[src/rtl/bomb_pkg.sv]
// bomb_pkg: shared types and widths for the bomb engine bus arbiter
package bomb_pkg;
    localparam int X_W    = 9;
    localparam int Y_W    = 8;
    localparam int TILE_W = 4;
    localparam int CNT_W  = 8;
    typedef enum logic [2:0] {S_IDLE, S_P_SETUP, S_P_FIRE, S_P_GUARD, S_D_WAIT} state_t;
    typedef enum logic {PLAYER_P1 = 1'b0, PLAYER_P2 = 1'b1} player_t;
    function automatic player_t other(input player_t p);
        return p == PLAYER_P1 ? PLAYER_P2 : PLAYER_P1;
    endfunction
endpackage

[src/rtl/place_request_latch.sv]
// place_request_latch: rising-edge request capture with pending flag and coordinates
module place_request_latch
    import bomb_pkg::*;
(
    input  logic           clk,
    input  logic           reset,
    input  logic           req,
    input  logic [X_W-1:0] req_x,
    input  logic [Y_W-1:0] req_y,
    input  logic           clear,
    output logic           pend,
    output logic [X_W-1:0] cap_x,
    output logic [Y_W-1:0] cap_y
);
    logic prev;
    logic rise;
    assign rise = req & ~prev;
    // an edge landing on the clearing cycle starts a fresh request
    always_ff @(posedge clk or negedge reset) begin
        if (!reset) begin
            prev  <= 1'b0;
            pend  <= 1'b0;
            cap_x <= '0;
            cap_y <= '0;
        end else begin
            prev <= req;
            pend <= rise | (pend & ~clear);
            if (rise && (!pend || clear)) begin
                cap_x <= req_x;
                cap_y <= req_y;
            end
        end
    end
endmodule

[src/rtl/bomb_bus_arbiter.sv]
// bomb_bus_arbiter: shares the bomb engine X/Y port between player placements and renderer lookups
module bomb_bus_arbiter
    import bomb_pkg::*;
#(
    parameter int PLACE_HOLD = 1,
    parameter int DRAW_LAT   = 1
) (
    input  logic              clk,
    input  logic              reset,
    input  logic              p1_req,
    input  logic              p2_req,
    input  logic [X_W-1:0]    p1_X,
    input  logic [X_W-1:0]    p2_X,
    input  logic [Y_W-1:0]    p1_Y,
    input  logic [Y_W-1:0]    p2_Y,
    input  logic              draw_req,
    input  logic [X_W-1:0]    draw_X,
    input  logic [Y_W-1:0]    draw_Y,
    output logic              draw_ack,
    output logic              draw_valid,
    output logic [TILE_W-1:0] draw_tile,
    output logic              draw_expl,
    output logic [X_W-1:0]    X,
    output logic [Y_W-1:0]    Y,
    output logic              placeP1,
    output logic              placeP2,
    input  logic [TILE_W-1:0] map_tile_id,
    input  logic              has_explosion,
    output logic              p1_done,
    output logic              p2_done
);
    state_t           state;
    player_t          rr, cur, pick;
    logic             draw_turn, draw_go, place_go;
    logic [CNT_W-1:0] cnt;
    logic             pend1, pend2;
    logic [X_W-1:0]   c1_x, c2_x;
    logic [Y_W-1:0]   c1_y, c2_y;

    place_request_latch u_p1 (
        .clk(clk), .reset(reset), .req(p1_req), .req_x(p1_X), .req_y(p1_Y),
        .clear(state == S_P_FIRE && cur == PLAYER_P1),
        .pend(pend1), .cap_x(c1_x), .cap_y(c1_y)
    );
    place_request_latch u_p2 (
        .clk(clk), .reset(reset), .req(p2_req), .req_x(p2_X), .req_y(p2_Y),
        .clear(state == S_P_FIRE && cur == PLAYER_P2),
        .pend(pend2), .cap_x(c2_x), .cap_y(c2_y)
    );

    // the renderer wins only on its turn or when no placement is waiting
    always_comb begin
        draw_go  = state == S_IDLE && draw_req && (draw_turn || !(pend1 || pend2));
        place_go = state == S_IDLE && !draw_go && (pend1 || pend2);
        pick     = (pend1 && pend2) ? rr : (pend1 ? PLAYER_P1 : PLAYER_P2);
    end
    assign draw_ack = draw_go;

    always_ff @(posedge clk or negedge reset) begin
        if (!reset) begin
            state      <= S_IDLE;
            rr         <= PLAYER_P1;
            cur        <= PLAYER_P1;
            draw_turn  <= 1'b0;
            cnt        <= '0;
            X          <= '0;
            Y          <= '0;
            placeP1    <= 1'b0;
            placeP2    <= 1'b0;
            p1_done    <= 1'b0;
            p2_done    <= 1'b0;
            draw_valid <= 1'b0;
            draw_tile  <= '0;
            draw_expl  <= 1'b0;
        end else begin
            placeP1    <= 1'b0;
            placeP2    <= 1'b0;
            p1_done    <= 1'b0;
            p2_done    <= 1'b0;
            draw_valid <= 1'b0;
            case (state)
                S_IDLE: begin
                    if (draw_go) begin
                        X         <= draw_X;
                        Y         <= draw_Y;
                        draw_turn <= 1'b0;
                        cnt       <= CNT_W'(DRAW_LAT);
                        state     <= S_D_WAIT;
                    end else if (place_go) begin
                        cur   <= pick;
                        rr    <= other(pick);
                        X     <= pick == PLAYER_P1 ? c1_x : c2_x;
                        Y     <= pick == PLAYER_P1 ? c1_y : c2_y;
                        cnt   <= CNT_W'(PLACE_HOLD);
                        state <= S_P_SETUP;
                    end
                end
                S_P_SETUP: begin
                    if (cnt == CNT_W'(1)) begin
                        placeP1 <= cur == PLAYER_P1;
                        placeP2 <= cur == PLAYER_P2;
                        p1_done <= cur == PLAYER_P1;
                        p2_done <= cur == PLAYER_P2;
                        state   <= S_P_FIRE;
                    end else begin
                        cnt <= cnt - CNT_W'(1);
                    end
                end
                S_P_FIRE: state <= S_P_GUARD;
                S_P_GUARD: begin
                    draw_turn <= 1'b1;
                    state     <= S_IDLE;
                end
                S_D_WAIT: begin
                    if (cnt == CNT_W'(1)) begin
                        draw_tile  <= map_tile_id;
                        draw_expl  <= has_explosion;
                        draw_valid <= 1'b1;
                        state      <= S_IDLE;
                    end else begin
                        cnt <= cnt - CNT_W'(1);
                    end
                end
                default: state <= S_IDLE;
            endcase
        end
    end
endmodule

[config.mk]
export PLATFORM = sky130hd
export DESIGN_NAME = bomb_bus_arbiter
export DESIGN_NICKNAME = d
export VERILOG_FILES = /design/src/rtl/bomb_pkg.sv /design/src/rtl/place_request_latch.sv /design/src/rtl/bomb_bus_arbiter.sv
export SDC_FILE = /design/constraint.sdc
export NUM_CORES = 1
export LEC_CHECK = 0
export ABC_CLOCK_PERIOD_IN_PS = 4800
export BUFFER_PORTS_ARGS = -buffer_cell sky130_fd_sc_hd__buf_2
export CAP_MARGIN = 40
export CORE_ASPECT_RATIO = 1.1
export CORE_UTILIZATION = 50
export DETAILED_ROUTE_END_ITERATION = 6
export PLACE_DENSITY = 0.8
export SETUP_SLACK_MARGIN = 0.05
export SLEW_MARGIN = 20
export SYNTH_ARGS = -nofsm -noshare
export SYNTH_HDL_FRONTEND = slang
export SYNTH_SLANG_ARGS = --single-unit
export TNS_END_PERCENT = 50
[constraint.sdc]
create_clock -name clk -period 4.8 [get_ports clk]
set_input_delay 0.72 -clock clk [delete_from_list [all_inputs] [get_ports clk]]
set_output_delay 0.72 -clock clk [all_outputs]
set_load 0.02 [all_outputs]
### Word level (Yosys, flattened, before mapping)

Cells that the tools add are included.

| storage, ports and cells | value |
|---|---|
| register bits | 77 |
| latch bits | 0 |
| RAM bits | 0 |
| bits in read-only memories | 0 |
| input bits | 61 |
| output and inout port bits | 28 |
| logic and storage cells | 97 |
| memories | 0 |

| operators by class | value |
|---|---|
| $add $sub $neg | 1 |
| $mul | 0 |
| div/mod/pow operators | 0 |
| magnitude comparators | 0 |
| eq/ne operators | 10 |
| shift-type cells | 0 |
| multiplexer cells | 26 |
| bitwise operators | 12 |
| reduce and logical (&&, ||, !) cells | 28 |

Operators by type and width:

| operator | count |
|---|---|
| $mux W8 | 6 |
| $mux W9 | 3 |
| $pmux W8 S2 | 1 |
| $mux W3 | 4 |
| $pmux W3 S4 | 1 |
| $mux W1 | 10 |
| $logic_and A1 B1 Y1 | 9 |
| $reduce_and A3 Y1 | 3 |
| $eq A8 B1 Y1 const B | 1 |
| $ne A2 B2 Y1 const B | 4 |
| $sub A8 B1 Y8 const B | 1 |
| $eq A3 B2 Y1 const B | 2 |
| $not A1 Y1 | 6 |
| $reduce_and A2 Y1 | 3 |
| $reduce_bool A2 Y1 | 3 |
| $and A1 B1 Y1 | 4 |
| $logic_not A1 Y1 | 4 |
| $logic_or A1 B1 Y1 | 4 |
| $eq A3 B1 Y1 const B | 1 |
| $eq A3 B3 Y1 const B | 1 |
| $logic_not A3 Y1 | 1 |
| $ne A3 B3 Y1 const B | 1 |
| $or A1 B1 Y1 | 2 |
| $pmux W1 S2 | 1 |
| $reduce_or A2 Y1 | 1 |

### Longest topological paths before layout

| depth | value |
|---|---|
| depth after elaboration | 10 |
| depth in mapped cells | 7 |
| mapped depth without buffers | 6 |

### Hierarchy

Synthesis repeated with hierarchy kept, for this count alone.

| second synthesis, totals | value |
|---|---|
| cells, all modules | 319 |
| area, all modules | 3611.0 sq um |

By module, submodules not included:

| module | instances | cells each | area each (sq um) | sequential area each (sq um) |
|---|---|---|---|---|
| bomb_bus_arbiter | 1 | 235 | 2077.0 | 975.9 |
| place_request_latch | 2 | 42 | 767.0 | 475.5 |

### Worst setup path before layout

Ideal clock, no wire load.

| path | value |
|---|---|
| kind | reg2out |
| from | reg state[1] |
| to | out draw_ack |
| data arrival time | 1324 ps |
| required time | 4080 ps |
| slack | 2756 ps |
| cell stages (with the launch flop) | 6 |
| buffers on the path | 2 |
| cells stage by stage | dfrtp_1 buf_2 nor3_2 o211ai_1 clkbuf_1 inv_1 |

| between the ends | value |
|---|---|
| longest elaborated chain between the ends | 3 |

RTL lines:

| item | line | text |
|---|---|---|
| start: declaration | bomb_bus_arbiter.sv:32 | `state_t state;` |
| start signal: assignment | bomb_bus_arbiter.sv:61 | `state <= S_IDLE;` |
| start signal: assignment | bomb_bus_arbiter.sv:88 | `state <= S_D_WAIT;` |
| start signal: assignment | bomb_bus_arbiter.sv:95 | `state <= S_P_SETUP;` |
| $logic_not A3 Y1 | bomb_bus_arbiter.sv:53 | `draw_go = state == S_IDLE && draw_req && (draw_turn \|\| !(pend1 \|\| pend2));` |
| $logic_and A1 B1 Y1 (2 in series) | bomb_bus_arbiter.sv:53 |  |
| end: declaration | bomb_bus_arbiter.sv:19 | `output logic draw_ack,` |

No other way between the ends.

### Worst setup path in the final report

Ends and elaborated chain as after synthesis.

==> results.md <==
- Max Freq: 0.386 GHz
- Worst Path Arrival: 1.87 ns
- Placer Congestion: 0.775
- Synth Instances: 316
- DRC errors left: 0
- Total wire length: 7.54 mm
- Met2 wire len: 3.64 mm
- RSZ-0062 raised after global routing: false
- GRT Util Overall: 0.235
- Layout Nets: 463
- Die height: 89.1 um
- Clock Power Share: 0.223
- # Post-CTS Setup Buffers: 0
- Via count: 2637
- Ant. Diodes: 0
- Setup WS pre-CTS: 2.58 ns
- Core region area: 0.00663 sq mm
- Reg2reg start: state[1]$_DFFE_PN0P_
- Fin Clk Skew: 0.0106 ns
- IO Port Bufs: 88
- Worst vdd ir: 0.000314 V
- Critical Path End: draw_ack
- Setup ws final: 2.21 ns
- Met1 Wirelength: 3.22 mm
- Die width: 81.2 um
- # IOs: 89
- CTS sink count: 77
- Syn. warnings: 0
- Row Count: 31
- Maximum net fanout on the critical path: 40
- Post-Syn Nets: 379
- Initial Utilization: 0.520
- Syn Area/Cell: 10.9 sq um
- Max H-tree Level: 3
- Post-route insts no fill: 486
- Post-detail-place hpwl: 5.22 mm
- Worst reg-to-reg setup slack: 2.70 ns
- Clk buf depth: 2
- Status: completed
- CTS Hold Bufs: 0
- CP required: 4.08 ns
- Power Total: 2.85 mW
- Distinct cells, synth: 39
- Crit path from: state[1]$_DFFE_PN0P_
- DR top layer: met4
- Crit path max-delay cell type: dfrtp_1
- Starting DRT DRC Count: 138
- Vias in the first global route: 2627
- Die area: 0.00723 sq mm
- Clock-pin slew on the worst setup and hold paths: 0.08 ns
- Final Util: 0.635
- DR WL/cell: 15.5 um
- Leakage: 2.03 nW
- CTS Buf Count: 9
- Comb power frac: 0.386
- Via/cell ratio: 5.43
- Worst min path class: input pin to asynchronous set/reset pin
- Crit end category: output port
- Worst R2R Path Depth: 4
- R2R Path End: Y[3]$_DFFE_PN0P_
- Net Sw Power: 1.04 mW
- Worst path cell trace: nor3_2 > o211ai_1 > buf_4 > inv_1 > buf_2
- Slew Viols, Final: 0
- Initial antenna violation count: 0
- Post-synth EDFFs: 0
- DRT Pass-1 Iters: 4
- Tmin final: 2.59 ns
- Area growth syn-to-layout: 22.1%
- Filler instances: 537
- Final setup TNS: 0 ns
- Largest stage delay, worst path: 0.49 ns
- Clock latency on the worst-skew pair: 0.35 ns
- Final Setup Violations: 0
- CTS Root Cell: clkbuf_8
- Placed inst area: 0.00394 sq mm
- Power Internal: 1.81 mW
- CTS tree: yes
- Sw Share: 0.364
- Hold Vio Cnt, Final: 0
- Maxcap violations: 0
- Share of cells above drive strength 1: 0.396
- Flop pwr share: 0.391
- Final period utilization: 0.539
- Largest net degree at the start of global routing: 45
- Netlist Area Pre-Place: 0.00345 sq mm
- GR Overflow Total: 0
- Crit start category: flop
- Met3 WL post-DR: 569 um
- Main flop type after synthesis: dfrtp_1
- Final Hold Slack: 0.309 ns
- Final ANT Viol Nets: 0
- Seq/Total Area, Yosys: 0.559
- First-pass GRT wire length: 12.5 mm
- Slew at the pin with the worst max-slew slack: 0.776 ns
- P per Cell Area: 677 mW/mm^2
- Crit Path Category: flop to output port
- Post-synth ARST share: 1.00
- Slew Limit Headroom: 0.483
- Placed cell count: 470
- PostCTS Resize Cnt: 0
- Design area: 0.00421 sq mm
- Yosys reg bits: 77
cells in the mapped netlist (all sizes together), types with 2 or more instances:
cell type | number | area [sq um]
a21bo | 2 | 20.0
and3 | 18 | 113
buf | 10 | 66.3
nand3 | 4 | 25.0
a21oi | 10 | 57.6
nor2 | 6 | 25.0
or4 | 5 | 41.3
ha | 2 | 25.0
o211ai | 2 | 20.0
o21ai | 37 | 185
nand2 | 60 | 225
clkbuf | 10 | 37.5
nand3b | 2 | 15.0
dfrtp | 77 | 1930
nand2b | 3 | 18.8
inv | 7 | 26.3
o31ai | 4 | 30.0
mux2 | 40 | 450
nor3 | 4 | 25.0
or3 | 3 | 18.8
sequential cells by signal, summed over array words and instances, names as in the netlist, 3 cells and up:
register / count
draw_tile: 4
cnt: 8
Y: 8
u_p1.cap_x: 9
state: 3
u_p2.cap_x: 9
u_p2.cap_y: 8
u_p1.cap_y: 8
X: 9
worst min-delay path by stage:
stage | to | depth (start not counted) | from | slack [ns]
floorplan | X[0]$_DFFE_PN0P_ | 0 | reset | 0.42
global placement | X[0]$_DFFE_PN0P_ | 2 | X[0]$_DFFE_PN0P_ | 0.46
detailed placement | X[6]$_DFFE_PN0P_ | 2 | X[6]$_DFFE_PN0P_ | 0.47
CTS | u_p1.pend$_DFF_PN0_ | 1 | reset | 0.32
global route | draw_tile[1]$_DFFE_PN0P_ | 1 | reset | 0.33
finish | draw_tile[0]$_DFFE_PN0P_ | 1 | reset | 0.31
metal layers:
metal | vias to the layer above | track usage
li1 | 1256 | -
met1 | 1285 | 0.305
met2 | 87 | 0.371
met3 | 9 | 0.0735
met4 | 0 | 0.0909
met5 | - | 0
critical path, delay by kind of cell (launching register included):
kind,cells,cell delay [ns]
buffers and inverters,3,0.51
and+or+nand+nor,1,0.37
DFF,1,0.49
AOI/OAI and AO/OA,1,0.14
placed cells by master, fill, tap and decap left out, types with 4 or more instances in the layout:
cell       netlist  routed
o31ai_1          4       4
a21oi_1          8       8
mux2_2          40      40
clkbuf_8         0       9
nand2_1         60      60
nor2_1           5       5
dfrtp_1         77      77
inv_1            7       7
or4_1            4       4
and3_1          18      18
o21ai_0         34      34
buf_2            5      87
bufinv_16        0       4
cell type report:
type                       instances  area [sq um]  share of cell area
clock buffer                       9           124              0.0294
tap                               82           103              0.0244
sequential                        77          1930               0.458
timing repair buffer              93           504               0.120
multi-input combinational        212          1390               0.330
clock inverter                     6           136              0.0324
inverter                           7          26.3             0.00624
cell families after synthesis:
family / count (synthesis) / synth area share
AO/OA/AOI/OAI: 60 / 0.104
XOR/XNOR: 2 / 0.00726
adder cells (fa/ha/maj): 2 / 0.00726
buffers and inverters: 27 / 0.0378
flip-flops: 77 / 0.559
multiplexers: 41 / 0.134
AND/OR/NAND/NOR: 107 / 0.151
power groups by stage:
stage	clock [mW]	sequential, mW	combinational, mW
finish	0.636	1.11	1.10
detailed placement	0	1.12	1.09
global route	0.674	1.16	1.22
floorplan	0	1.17	0.720
CTS	0.640	1.12	1.09
global placement	0	1.11	1.04
(Power assumes the default switching activity.)
